### src/rtl/wb_mem_sched.sv
// wb_mem_sched: multi-master to single-slave Wishbone scheduler with
// debug-priority / round-robin arbitration and a stalled-cycle watchdog.
module wb_mem_sched #(
  parameter int NM       = 3,
  parameter int AW       = 32,
  parameter int DW       = 32,
  parameter int TIMEOUT  = 255,
  parameter int DBG_PRIO = 1
) (
  input  logic               wb_clk_i,
  input  logic               wb_rst_i,
  input  logic [NM*AW-1:0]   wbm_adr_i,
  input  logic [NM*DW-1:0]   wbm_dat_i,
  input  logic [NM*DW/8-1:0] wbm_sel_i,
  input  logic [NM-1:0]      wbm_we_i,
  input  logic [NM-1:0]      wbm_cyc_i,
  input  logic [NM-1:0]      wbm_stb_i,
  input  logic [NM*3-1:0]    wbm_cti_i,
  input  logic [NM*2-1:0]    wbm_bte_i,
  output logic [NM*DW-1:0]   wbm_dat_o,
  output logic [NM-1:0]      wbm_ack_o,
  output logic [NM-1:0]      wbm_err_o,
  output logic [NM-1:0]      wbm_rty_o,
  output logic [AW-1:0]      wbs_adr_o,
  output logic [DW-1:0]      wbs_dat_o,
  output logic [DW/8-1:0]    wbs_sel_o,
  output logic               wbs_we_o,
  output logic               wbs_cyc_o,
  output logic               wbs_stb_o,
  output logic [2:0]         wbs_cti_o,
  output logic [1:0]         wbs_bte_o,
  input  logic [DW-1:0]      wbs_dat_i,
  input  logic               wbs_ack_i,
  input  logic               wbs_err_i,
  input  logic               wbs_rty_i,
  output logic [NM-1:0]      grant_o,
  output logic               timeout_o
);
  localparam int OW = NM > 1 ? $clog2(NM) : 1;
  localparam logic [1:0] IDLE = 2'd0, OWN = 2'd1, ABORT = 2'd2, RELEASE = 2'd3;
  logic [1:0]    state;
  logic [OW-1:0] owner, pick;
  logic [OW:0]   idx;
  logic [15:0]   cnt;
  logic [NM-1:0] gm;
  logic          found, own, resp, stall;
  // Round-robin search starts just after the last owner; debug master overrides it.
  always_comb begin
    pick = owner;
    found = 1'b0;
    idx = '0;
    for (int k = 1; k <= NM; k++) begin
      idx = {1'b0, owner} + (OW+1)'(k);
      if (idx >= (OW+1)'(NM)) idx = idx - (OW+1)'(NM);
      if (!found && wbm_cyc_i[idx[OW-1:0]]) begin
        found = 1'b1;
        pick = idx[OW-1:0];
      end
    end
    if (DBG_PRIO == 1 && wbm_cyc_i[NM-1]) pick = OW'(NM-1);
  end
  assign own = state == OWN;
  always_comb begin
    wbs_adr_o = wbm_adr_i[owner*AW +: AW];
    wbs_dat_o = wbm_dat_i[owner*DW +: DW];
    wbs_sel_o = wbm_sel_i[owner*(DW/8) +: DW/8];
    wbs_cti_o = wbm_cti_i[owner*3 +: 3];
    wbs_bte_o = wbm_bte_i[owner*2 +: 2];
    wbs_we_o  = own & wbm_we_i[owner];
    wbs_cyc_o = own & wbm_cyc_i[owner];
    wbs_stb_o = own & wbm_stb_i[owner];
  end
  assign resp      = wbs_ack_i | wbs_err_i | wbs_rty_i;
  assign stall     = wbs_stb_o & ~resp;
  assign grant_o   = state == IDLE ? '0 : NM'(1) << owner;
  assign gm        = wb_rst_i ? '0 : grant_o;
  assign wbm_ack_o = {NM{own & wbs_ack_i}} & gm;
  assign wbm_err_o = {NM{(own & wbs_err_i) | state == ABORT}} & gm;
  assign wbm_rty_o = {NM{own & wbs_rty_i}} & gm;
  assign wbm_dat_o = {NM{wbs_dat_i}};
  assign timeout_o = state == ABORT;
  always_ff @(posedge wb_clk_i) begin
    if (wb_rst_i) begin
      state <= IDLE;
      owner <= OW'(NM-1);
      cnt   <= '0;
    end else begin
      case (state)
        IDLE: if (|wbm_cyc_i) begin
          state <= OWN;
          owner <= pick;
        end
        OWN: if (!wbm_cyc_i[owner]) begin
          state <= IDLE;
          cnt   <= '0;
        end else if (stall && cnt == 16'(TIMEOUT-1)) begin
          state <= ABORT;
          cnt   <= '0;
        end else if (resp) cnt <= '0;
        else if (stall) cnt <= cnt + 16'd1;
        ABORT: state <= RELEASE;
        default: if (!wbm_cyc_i[owner]) state <= IDLE;
      endcase
    end
  end
endmodule

### config.mk
export PLATFORM = sky130hd
export DESIGN_NAME = wb_mem_sched
export DESIGN_NICKNAME = d
export VERILOG_FILES = /design/src/rtl/wb_mem_sched.sv
export SDC_FILE = /design/constraint.sdc
export NUM_CORES = 1
export LEC_CHECK = 0
export CAP_MARGIN = 20
export CORE_AREA = 2 2 176 178
export CTS_BUF_LIST = sky130_fd_sc_hd__clkbuf_8
export DETAILED_ROUTE_END_ITERATION = 8
export DIE_AREA = 0 0 178 180
export HOLD_SLACK_MARGIN = 0.1
export PLACE_DENSITY_LB_ADDON = 0.2
export SLEW_MARGIN = 30
export SYNTH_ARGS = -nofsm -noshare
export SYNTH_HDL_FRONTEND = slang
export SYNTH_SLANG_ARGS = --single-unit
### constraint.sdc
create_clock -name wb_clk_i -period 4.1 [get_ports wb_clk_i]
set_clock_uncertainty 0.2 [all_clocks]
set_input_delay 0.615 -clock wb_clk_i [delete_from_list [all_inputs] [get_ports wb_clk_i]]
set_output_delay 0.615 -clock wb_clk_i [all_outputs]
set_load 0.05 [all_outputs]
==> flow_metrics.py <==
metrics = {
    "drt": {
        "detail_route.wl_per_cell_um": 17.2,
        "detail_route.vias_per_cell": 3.82,
        "first_pass_iters": 4,
        "detailroute.via_count": 4342,
        "first_iter_violations": 172,
        "antenna_left": 0,
        "drcViolationCount": 0,
        "routed_wire_length_um": 19500,
    },
    "sta": {
        "worst_slew_margin_rel_pct": 54.0,
        "timing.fmax_mhz": 282,
        "tightest_slew_ps": 680,
        "drv_slew": 0,
        "final_critical_path_setup_slack_ps": 558,
        "setup_viol": 0,
        "timing.hold.ws_ps": 288,
        "layout_min_cycle_time_ps": 3540,
        "finalCritPeriodShare_pct": 86.4,
        "final-hold-violation-count": 0,
        "finalSetupTns_ps": 0,
        "rsz_0062_raised_after_global_routing": "false",
    },
    "cts": {
        "numCtsBuffers": 3,
        "postCtsHoldBufs": 0,
        "cts_post_setup_buffers_inserted": 0,
        "clock_path_buffers": 2,
        "cts_htree_levels": 1,
        "cts.reportedPaths.clkPinSlew_ps": 80,
        "tritoncts_num_sinks": 20,
        "root_buffer": "sky130_fd_sc_hd__clkbuf_8",
        "cts_tree": "built",
        "clkLatencyLatePin_ps": 260,
        "ctsResizeCount": 0,
    },
    "global_routing": {
        "grt_most_used_layer": "met2",
        "antenna_violations_before_repair": 0,
        "global_route.usage.met3_pct": 3.85,
        "routing_usage_on_met1_pct": 14.5,
        "grt.overflow.total": 0,
        "grt_pass1_wl_um": 28200,
        "grt_pass1_vias": 4443,
        "met2_usage_pct": 19.8,
        "grt_max_degree": 83,
        "grtUsageTotal_pct": 11.5,
    },
    "synth": {
        "ys_types": 46,
        "yosys-top-cells-area": "sky130_fd_sc_hd__mux2i_1 20%, sky130_fd_sc_hd__buf_4 20%, sky130_fd_sc_hd__o21ai_0 11%, sky130_fd_sc_hd__dfxtp_1 11%, sky130_fd_sc_hd__nand2_1 8.6%",
        "post_synth_mux_area_share_pct": 21.6,
        "syn_inst": 533,
        "fraction_of_synthesis_flops_using_an_asynchronous_set_or_reset_pin_pct": 0,
        "post_synthesis_share_of_cell_area_spent_on_full_adders_half_adders_and_majority_gates_pct": 4.07,
        "synth-seq-area-share_pct": 10.8,
        "synth_enable_flop_cells": 0,
        "synth_nets": 810,
        "synth_top_cell_by_area": "sky130_fd_sc_hd__mux2i_1",
        "synthXorXnorAreaFrac_pct": 0.711,
        "synthesis.yosys.warnings": 0,
        "ys_ff_latch": 20,
        "synth_compound_area_share_pct": 18.7,
        "commonest_register_cell_after_synthesis": "sky130_fd_sc_hd__dfxtp_1",
        "post_synthesis_share_of_cell_area_spent_on_and_or_nand_and_nor_gates_pct": 19.4,
        "post_synth_instance_area_um2": 3690,
        "syn_avg_cell_area_um2": 6.93,
        "synth_top_family_by_area": "buffers and inverters",
        "netlist.area_leader.share_pct": 20.3,
    },
    "pwr": {
        "power_density_over_the_cells_nw_per_um2": 418,
        "static-leakage-power_nw": 2.34,
        "worst_ir_drop_vdd_uv": 170,
    },
    "final_layout": {
        "antenna_cells": 0,
        "drive_above_1_share_pct": 4.04,
        "postLayoutCellArea_um2": 6720,
        "layout.nets": 1020,
        "stdcell_count": 1138,
        "area_growth_syn_to_layout_pct": 81.9,
        "layout.filler_cells": 3369,
    },
    "setup_path": {
        "worst_ep_required_time_ps": 3280,
        "timing.critical_path.arrival_ps": 2730,
        "crit-reg2reg-capture": "cnt[12]",
        "critPathLaunchType": "register",
        "worstRegToRegCells": 6,
        "timing.critical_path.fanout_max": 49,
        "rr_startpoint": "owner[0]",
        "reg2reg_setup_slack_ps": 1310,
        "cp-end-kind": "output pin",
        "path_class": "register to output pin",
    },
    "floorplanning": {
        "num_rows": 64,
        "design.die.area_um2": 32000,
        "floorplan.initialDensity_pct": 12.2,
        "die_x_um": 178,
        "core_outline_area_um2": 30200,
        "dieHeight_um": 180,
        "boundaryPins": 450,
    },
    "worst_hold_path": {
        "number_of_cells_on_the_worst_hold_path": 2,
        "startpoint_of_the_worst_hold_path": "cnt[15]",
        "hold_path.class": "register to register",
        "worst_hold_endpoint": "cnt[15]",
    },
    "status": {
        "outcome": "complete, no violations",
    },
    "placed_design": {
        "detailed_place_hpwl_um": 16700,
        "gpl.final_weighted_congestion": 0.858,
        "dp.cells": 1134,
        "placed_area_um2": 6680,
        "detailedPlace.worstSlack_ps": 728,
        "numPortBuffers": 321,
    },
    "run": {
        "drv_cap": 0,
    },
}
## layout make-up
cell class / count / area [µm²] / share of cell area [%]
Clock buffer: 3 / 41.3 / 0.614
Clock inverter: 1 / 3.75 / 0.0559
Inverter: 14 / 52.6 / 0.782
Multi-Input combinational cell: 370 / 2390 / 35.5
Sequential cell: 20 / 405 / 6.03
Tap cell: 396 / 495 / 7.37
Timing Repair Buffer: 334 / 3330 / 49.6
## power breakdown
| group | switching (mW) | internal (mW) |
|---|---|---|
| sequential | 0.0357 | 0.205 |
| combinational | 1.57 | 0.860 |
| clock | 0.0694 | 0.0668 |
| total | 1.68 | 1.13 |
## critical path: stages, from the launching register on
cell	delay (ps)
sky130_fd_sc_hd__dfxtp_4	550
sky130_fd_sc_hd__nor2b_4	190
sky130_fd_sc_hd__buf_4	440
sky130_fd_sc_hd__nand2_1	100
sky130_fd_sc_hd__o21ai_0	120
sky130_fd_sc_hd__clkdlybuf4s50_1	980
## synth_stat cells (2+ instances only)
| cell type | n |
|---|---|
| sky130_fd_sc_hd__dfxtp_1 | 20 |
| sky130_fd_sc_hd__nor2b_1 | 3 |
| sky130_fd_sc_hd__nand2b_1 | 5 |
| sky130_fd_sc_hd__o311ai_1 | 2 |
| sky130_fd_sc_hd__or3_1 | 7 |
| sky130_fd_sc_hd__xor2_1 | 3 |
| sky130_fd_sc_hd__and2_1 | 2 |
| sky130_fd_sc_hd__and4_1 | 2 |
| sky130_fd_sc_hd__buf_4 | 97 |
| sky130_fd_sc_hd__or4_1 | 9 |
| sky130_fd_sc_hd__o21ai_0 | 83 |
| sky130_fd_sc_hd__ha_1 | 12 |
| sky130_fd_sc_hd__o31ai_1 | 7 |
| sky130_fd_sc_hd__o311ai_0 | 2 |
| sky130_fd_sc_hd__a21oi_1 | 16 |
| sky130_fd_sc_hd__nor3_1 | 4 |
| sky130_fd_sc_hd__inv_1 | 13 |
| sky130_fd_sc_hd__nor2_1 | 21 |
| sky130_fd_sc_hd__buf_2 | 9 |
| sky130_fd_sc_hd__nand2_1 | 85 |
| sky130_fd_sc_hd__mux2i_1 | 75 |
| sky130_fd_sc_hd__nand4_1 | 4 |
| sky130_fd_sc_hd__clkbuf_1 | 22 |
| sky130_fd_sc_hd__o211ai_1 | 2 |
| sky130_fd_sc_hd__nand3_1 | 6 |
| sky130_fd_sc_hd__a31oi_1 | 2 |
## logic make-up after synthesis
logic type / after synthesis
AOI/OAI and AO/OA: 123
xor gates and xnor gates: 3
adders and majority gates: 12
buffers and inverters: 143
DFF: 20
muxes: 78
and+or+nand+nor: 154
## worst max path at each step
stage / startpoint / endpoint / slack (ps) / cells after the start
6_report: owner[0] / wbs_adr_o[31] / 560 / 5
3_3_place_gp: wbm_cyc_i[1] / wbs_cyc_o / 750 / 5
2_1_floorplan: owner[0] / wbs_adr_o[0] / 850 / 5
4_1_cts: owner[0] / wbs_adr_o[31] / 500 / 5
3_5_place_dp: wbm_cyc_i[1] / wbs_cyc_o / 730 / 5
5_1_grt: owner[0] / wbs_adr_o[31] / 390 / 5
## metal layers
| metal | vias up | part of all wire (%) |
|---|---|---|
| li1 | 2176 | - |
| met1 | 1940 | 42 |
| met2 | 220 | 49 |
| met3 | 6 | 8.7 |
| met4 | 0 | 0.35 |
| met5 | - | 0 |
## state kept, by name (all words and copies together), names as in the netlist
name / flops
cnt: 16
owner: 2
state: 2
## placed cells by master, fill, tap and decap left out, types with 9 or more instances in the layout
cell                              count
sky130_fd_sc_hd__clkdlybuf4s50_1    315
sky130_fd_sc_hd__nand2_1             85
sky130_fd_sc_hd__o21ai_0             83
sky130_fd_sc_hd__mux2i_1             75
sky130_fd_sc_hd__nor2_1              21
sky130_fd_sc_hd__dfxtp_1             18
sky130_fd_sc_hd__a21oi_1             16
sky130_fd_sc_hd__buf_4               16
sky130_fd_sc_hd__inv_1               14
sky130_fd_sc_hd__ha_1                12
sky130_fd_sc_hd__or4_1                9
## per-stage QoR
stage | total power [mW] | util [%]
5_1_grt | 2.97 | 22.3
2_1_floorplan | 1.94 | -
3_3_place_gp | 2.73 | 22.1
6_report | 2.81 | 22.3
4_1_cts | 2.86 | 22.3
3_5_place_dp | 2.72 | 22.1
No activity file was read; power rests on OpenSTA's default activity.
